### src/rtl/cvxif_issue_buffer.sv
// Elastic FIFO between the issue stage and the CV-X-IF functional unit.
// Absorbs coprocessor back-pressure so the issue port never sees x_ready_i combinationally.

package config_pkg;
  typedef struct packed {
    int unsigned XLEN;
    int unsigned TRANS_ID_BITS;
  } cva6_cfg_t;

  localparam cva6_cfg_t cva6_cfg_empty = '{XLEN: 32, TRANS_ID_BITS: 4};
endpackage

package riscv;
  typedef enum logic [1:0] {
    PRIV_LVL_U = 2'b00,
    PRIV_LVL_S = 2'b01,
    PRIV_LVL_M = 2'b11
  } priv_lvl_t;
endpackage

package cvxif_issue_buffer_pkg;
  localparam int unsigned XLEN          = config_pkg::cva6_cfg_empty.XLEN;
  localparam int unsigned TRANS_ID_BITS = config_pkg::cva6_cfg_empty.TRANS_ID_BITS;

  typedef struct packed {
    logic [3:0]               fu;
    logic [7:0]               operation;
    logic [XLEN-1:0]          operand_a;
    logic [XLEN-1:0]          operand_b;
    logic [XLEN-1:0]          imm;
    logic [TRANS_ID_BITS-1:0] trans_id;
  } fu_data_t;
endpackage

module cvxif_issue_buffer #(
  parameter config_pkg::cva6_cfg_t CVA6Cfg   = config_pkg::cva6_cfg_empty,
  parameter type                   fu_data_t = cvxif_issue_buffer_pkg::fu_data_t,
  parameter int unsigned           DEPTH     = 2
) (
  input  logic                     clk_i,
  input  logic                     rst_i,
  input  logic                     flush_i,
  input  logic                     x_valid_i,
  output logic                     x_ready_o,
  input  fu_data_t                 fu_data_i,
  input  riscv::priv_lvl_t         priv_lvl_i,
  input  logic [31:0]              x_off_instr_i,
  output logic                     x_valid_o,
  input  logic                     x_ready_i,
  output fu_data_t                 fu_data_o,
  output riscv::priv_lvl_t         priv_lvl_o,
  output logic [31:0]              x_off_instr_o,
  output logic [$clog2(DEPTH):0]   usage_o,
  output logic                     full_o,
  output logic                     empty_o
);

  localparam int unsigned PTR_W = $clog2(DEPTH);
  localparam int unsigned CNT_W = PTR_W + 1;

  typedef logic [PTR_W-1:0] ptr_t;
  typedef logic [CNT_W-1:0] cnt_t;

  typedef struct packed {
    fu_data_t         fu_data;
    riscv::priv_lvl_t priv_lvl;
    logic [31:0]      instr;
  } entry_t;

  if (DEPTH < 2 || (DEPTH & (DEPTH - 1)) != 0 || CVA6Cfg.XLEN == 0) begin : g_bad_cfg
    $error("cvxif_issue_buffer: DEPTH must be a power of two >= 2 and XLEN nonzero");
  end

  entry_t mem_q [DEPTH];
  ptr_t   wr_ptr_q, wr_ptr_d;
  ptr_t   rd_ptr_q, rd_ptr_d;
  cnt_t   count_q, count_d;
  logic   full, empty, push, pop;
  entry_t head;

  // Full/empty come from the count so equal pointers are never ambiguous.
  assign full  = (count_q == cnt_t'(DEPTH));
  assign empty = (count_q == '0);

  assign x_ready_o = ~full & ~flush_i;
  assign x_valid_o = ~empty & ~flush_i;
  assign push      = x_valid_i & x_ready_o;
  assign pop       = x_valid_o & x_ready_i;

  always_comb begin
    // NOTE: every next-state signal gets a default first so no path infers a latch.
    wr_ptr_d = wr_ptr_q;
    rd_ptr_d = rd_ptr_q;
    count_d  = count_q;
    if (flush_i) begin
      wr_ptr_d = '0;
      rd_ptr_d = '0;
      count_d  = '0;
    end else begin
      if (push) wr_ptr_d = wr_ptr_q + ptr_t'(1);
      if (pop)  rd_ptr_d = rd_ptr_q + ptr_t'(1);
      count_d = count_q + cnt_t'(push) - cnt_t'(pop);
    end
  end

  always_ff @(posedge clk_i or posedge rst_i) begin
    // NOTE: sequential state is updated only with non-blocking assignments.
    if (rst_i) begin
      wr_ptr_q <= '0;
      rd_ptr_q <= '0;
      count_q  <= '0;
    end else begin
      wr_ptr_q <= wr_ptr_d;
      rd_ptr_q <= rd_ptr_d;
      count_q  <= count_d;
    end
  end

  // NOTE: storage is deliberately not reset; occupancy is tracked by count_q alone.
  always_ff @(posedge clk_i) begin
    if (push) begin
      mem_q[wr_ptr_q] <= '{fu_data: fu_data_i, priv_lvl: priv_lvl_i, instr: x_off_instr_i};
    end
  end

  assign head = mem_q[rd_ptr_q];

  // Payload is zeroed whenever the head is not presented.
  always_comb begin
    fu_data_o     = '0;
    priv_lvl_o    = riscv::priv_lvl_t'(2'b00);
    x_off_instr_o = '0;
    if (x_valid_o) begin
      fu_data_o     = head.fu_data;
      priv_lvl_o    = head.priv_lvl;
      x_off_instr_o = head.instr;
    end
  end

  assign usage_o = count_q;
  assign full_o  = full;
  assign empty_o = empty;

endmodule
### config.mk
export PLATFORM = sky130hd
export DESIGN_NAME = cvxif_issue_buffer
export DESIGN_NICKNAME = d
export VERILOG_FILES = /design/src/rtl/cvxif_issue_buffer.sv
export SDC_FILE = /design/constraint.sdc
export NUM_CORES = 1
export LEC_CHECK = 0
export CORE_MARGIN = 2
export CORE_UTILIZATION = 49
export DETAILED_ROUTE_END_ITERATION = 10
export PLACE_DENSITY = 0.92
export SETUP_SLACK_MARGIN = 0.5
export SLEW_MARGIN = 5
export SYNTH_ARGS = -nofsm -noshare
export SYNTH_HDL_FRONTEND = slang
export SYNTH_SLANG_ARGS = --single-unit
### constraint.sdc
create_clock -name clk_i -period 10.05 [get_ports clk_i]
set_clock_uncertainty 0.1 [all_clocks]
set_input_delay 3.015 -clock clk_i [delete_from_list [all_inputs] [get_ports clk_i]]
set_output_delay 3.015 -clock clk_i [all_outputs]
set_load 0.05 [all_outputs]
==> run summary <==
The maximum level of the CTS H-tree was 1; the synthesis-to-finish area growth was 34.1%. The logs give 2240 uW for the internal portion of total power and 23300 um2 for the core box area. The clock input transition at the sequential cells of the worst setup and hold paths was 0.06 ns; the register-to-register setup slack was 7.27 ns. The layout cell share with drive strength beyond 1 is 0.0502, and the count of clock tree sinks is 296. The synthesized design spends more area on one cell type than any other, namely sky130_fd_sc_hd__edfxtp_1. Setup violations remaining at the end of the flow were counted as 0. The hold violation count in the final report was 0. The first global-routing pass estimated 37100 um of wire. When the netlist entered floorplanning its net count stood at 800. The cts-stage hold buffer count is 0, and the global routing usage summed across all routing layers is 0.196. The slowest cell on the critical path was sky130_fd_sc_hd__clkdlybuf4s50_1. Yosys mapped a number of flops with a built-in enable equal to 292. The capture instance of the worst register-to-register path is mem_q[1][35]$_DFFE_PP_.

The number of antenna violations at the first check in global routing is 0, and the portion of the clock cycle consumed by the worst path in the final layout is 0.852. The flow ran to the end, and the final reports show no timing, DRC or antenna violations. The instance count along the most critical hold path works out to 1. Yosys printed 0 warnings. Detailed routing placed a total of 2400 um of wire on met3. The share of synthesized flip-flops with an asynchronous set or reset came out at 0.0135. The worst min-delay path endpoint was wr_ptr_q$_DFFE_PP0P_. The starting density of the core was 0.494; the proportion of power drawn by the clock network was 0.318. By instance count, the leading cell after synthesis is sky130_fd_sc_hd__edfxtp_1. Walking the worst path, the cells encountered are clkdlybuf4s50_1, inv_1, o21ai_4, buf_12, nor2_1, clkdlybuf4s50_1.

Input and output buffers added on the ports amount to 302. The tools report the type of origin of the critical path as a primary input. After detailed routing, the number of vias per cell comes to 5.08. The portion of the post-synthesis area used by sequential elements was 0.771. After synthesis, the most frequently instantiated cells are sky130_fd_sc_hd__edfxtp_1, sky130_fd_sc_hd__nor2_1, sky130_fd_sc_hd__mux2i_1. The floorplan has 56 rows. Wire length the detailed router placed on met1: 9560 um. The number of max-cap violations was 0; the average footprint of a synthesized cell was 17.8 um2. TritonCTS created 30 clock buffers. After synthesis the netlist holds a flip-flop and latch count of 296.

For the sequential share of power, the log shows 0.470. In this run the horizontal extent of the chip is 157 um. The maximum fanout encountered on the critical timing path is 138, and the number of instances resized during post-cts repair is 0.

The antenna diode count came out at 0. For the pin with the worst max-slew slack, the measured transition is 1.15 ns. The final standard cell utilization of the core is 0.663, and the count of routing violations after the opening detailed-route iteration is 389. Routability-driven placement finished with a final weighted congestion of 0.794.

In this run the cell area measured after placement is 14500 um2. Overall die height: 157 um. The worst IR drop on VDD is 0.154 mV, and the latest clock arrival within the worst-skew pair is 0.54 ns. The reported net switching power is 896 uW. The startpoint of the worst hold path is wr_ptr_q$_DFFE_PP0P_. Routed signal wires occupy layers up through met4.

The synthesized netlist contains 21 unique library cells. The critical path is of the in2out type. TritonCTS built the clock tree. Worst reg2reg path depth: 4. For this run, design rule violations remaining after detail routing come to 0. For the combined area of all synthesized cells, the log shows 11500 um2.

The cell count after synthesis came out at 647. The relative slew slack came out at 0.234. The worst setup path is captured at an output port.

Counting stages on the worst path, the most repeated cell is sky130_fd_sc_hd__clkdlybuf4s50_1. The tools report the detailed route wirelength on metal2 as 12700 um. 303 I/O pins were placed.

The top cell type's share of synthesized area is 0.762, and the routed wire length per instance is 19.5 um. By area the synthesized netlist is led by sky130_fd_sc_hd__edfxtp_1, sky130_fd_sc_hd__mux2i_1, sky130_fd_sc_hd__nor2_1. The setup slack of the critical path after layout is 1.49 ns, and the combinational share of power is 0.213.

The tools report the peak clock frequency supported by timing as 117 MHz. Post-route minimum period: 8.56 ns. The number of global-route vias before repair is 6752. Setup total negative slack on the finished layout was measured at 0 ns. Number of slew-limit violations in the final report: 0. After clock tree synthesis, the setup repair step added 0 buffers. The worst hold path belongs to the class reg2reg. The total overflow left after global routing is 0. Die area: 24700 um2. The switching share of power was 0.286; the power density over the cells was 203 nW/um2. At the placement stage, the worst setup path has a slack of 1.53 ns. For this design the static power due to leakage is 0.00501 uW.

Data on the critical path is required at its endpoint by 6.94 ns. After the last flow step, the layout net total stands at 1107. The longest clock path from root to sink contains 3 buffers. Once layout is done, the placed cells without fillers occupy 15400 um2. The biggest cell delay along the critical path was 0.74 ns.

The run gives 5.45 ns as the signal arrival time at the worst endpoint. The reg-to-reg startpoint was usage_o[0]$_DFF_PP0_. Post-route antenna net violation count: 0.

The logs give 16300 um for the placed wire-length estimate after detailed placement and 139 for the maximum number of pins on one net before global-route repair. The first TritonRoute pass finished after 5 iterations. In the synthesized netlist the dominant register cell turns out to be sky130_fd_sc_hd__edfxtp_1. The number of vias after detailed routing came out at 6579.

CTS placed an instance of sky130_fd_sc_hd__clkbuf_16 at the clock tree root. Setup repair after global routing left no endpoint under its margin. After detailed routing, the total wire length is 25200 um.
[sequential cells by signal (all words and copies together), names as in the netlist]
register	cells
mem_q	292
rd_ptr_q	1
usage_o	2
wr_ptr_q	1
[worst max-delay path by stage]
stage          cells past startpoint    start                    end  slack (ns)
2_1_floorplan                      3  flush_i  mem_q[0][0]$_DFFE_PP_        0.02
4_1_cts                            6  flush_i          fu_data_o[70]        1.51
6_report                           6  flush_i          fu_data_o[42]        1.49
5_1_grt                            6  flush_i          fu_data_o[66]        1.43
3_5_place_dp                       6  flush_i          fu_data_o[70]        1.53
3_3_place_gp                       6  flush_i          fu_data_o[70]        1.60
[power by group through the flow]
stage	Clock (uW)	Combinational, uW	Sequential, uW
floorplan	0	492	1490
global placement	0	655	1490
detailed placement	0	667	1500
CTS	1020	672	1470
global route	1060	697	1480
finish	995	667	1470
[critical path: cells and delay by family]
kind                   cells  cell delay (ns)
AO/OA/AOI/OAI              1             0.16
buffers and inverters      4             2.00
AND/OR/NAND/NOR            1             0.18
[cell type report]
cell class	instances	area (um2)
well taps	319	399
repair buffers	308	3090
multi-input cells	312	2160
inverters	6	22.5
flip-flops and latches	296	8870
clock buffers	37	798
fillers	1544	7840
clock inverters	18	82.6
[kinds of logic (layout without fill, tap and decap cells)]
group,after synthesis,count (layout),synth area share
flops,296,296,0.771
simple gates,158,158,0.0527
mux,146,146,0.127
buf+inv,39,369,0.0431
compound gates,4,4,0.00239
fa+ha+maj,2,2,0.00218
xor+xnor,2,2,0.00152
[cells in the final DEF (no fill, tap or decap), drive strengths merged]
master and n:
clkdlybuf4s50 302, edfxtp 292, nor2 152, mux2i 146
clkbuf 37, clkinv 16, inv 7, buf 6
dfrtp 4, o21ai 3, and2 2, xor2 2
ha 2, nand2b 1, nand3 1, a211o 1
nor2b 1, nor3 1, clkinvlp 1
[metrics by stage]
stage / hold WS [ns] / std cells / total power, uW
after floorplan: 0.360 / 647 / 1980
after global placement: 0.433 / 1241 / 2150
after detailed placement: 0.472 / 1241 / 2160
after CTS: 0.472 / 1296 / 3160
after global routing: 0.501 / 1296 / 3240
final: 0.474 / 1296 / 3130
[layer usage]
layer | GRT usage | vias to the layer above
li1 | - | 3014
met1 | 0.229 | 3211
met2 | 0.352 | 313
met3 | 0.0578 | 41
met4 | 0.0537 | 0
met5 | 0 | -
(Power assumes the default switching activity.)
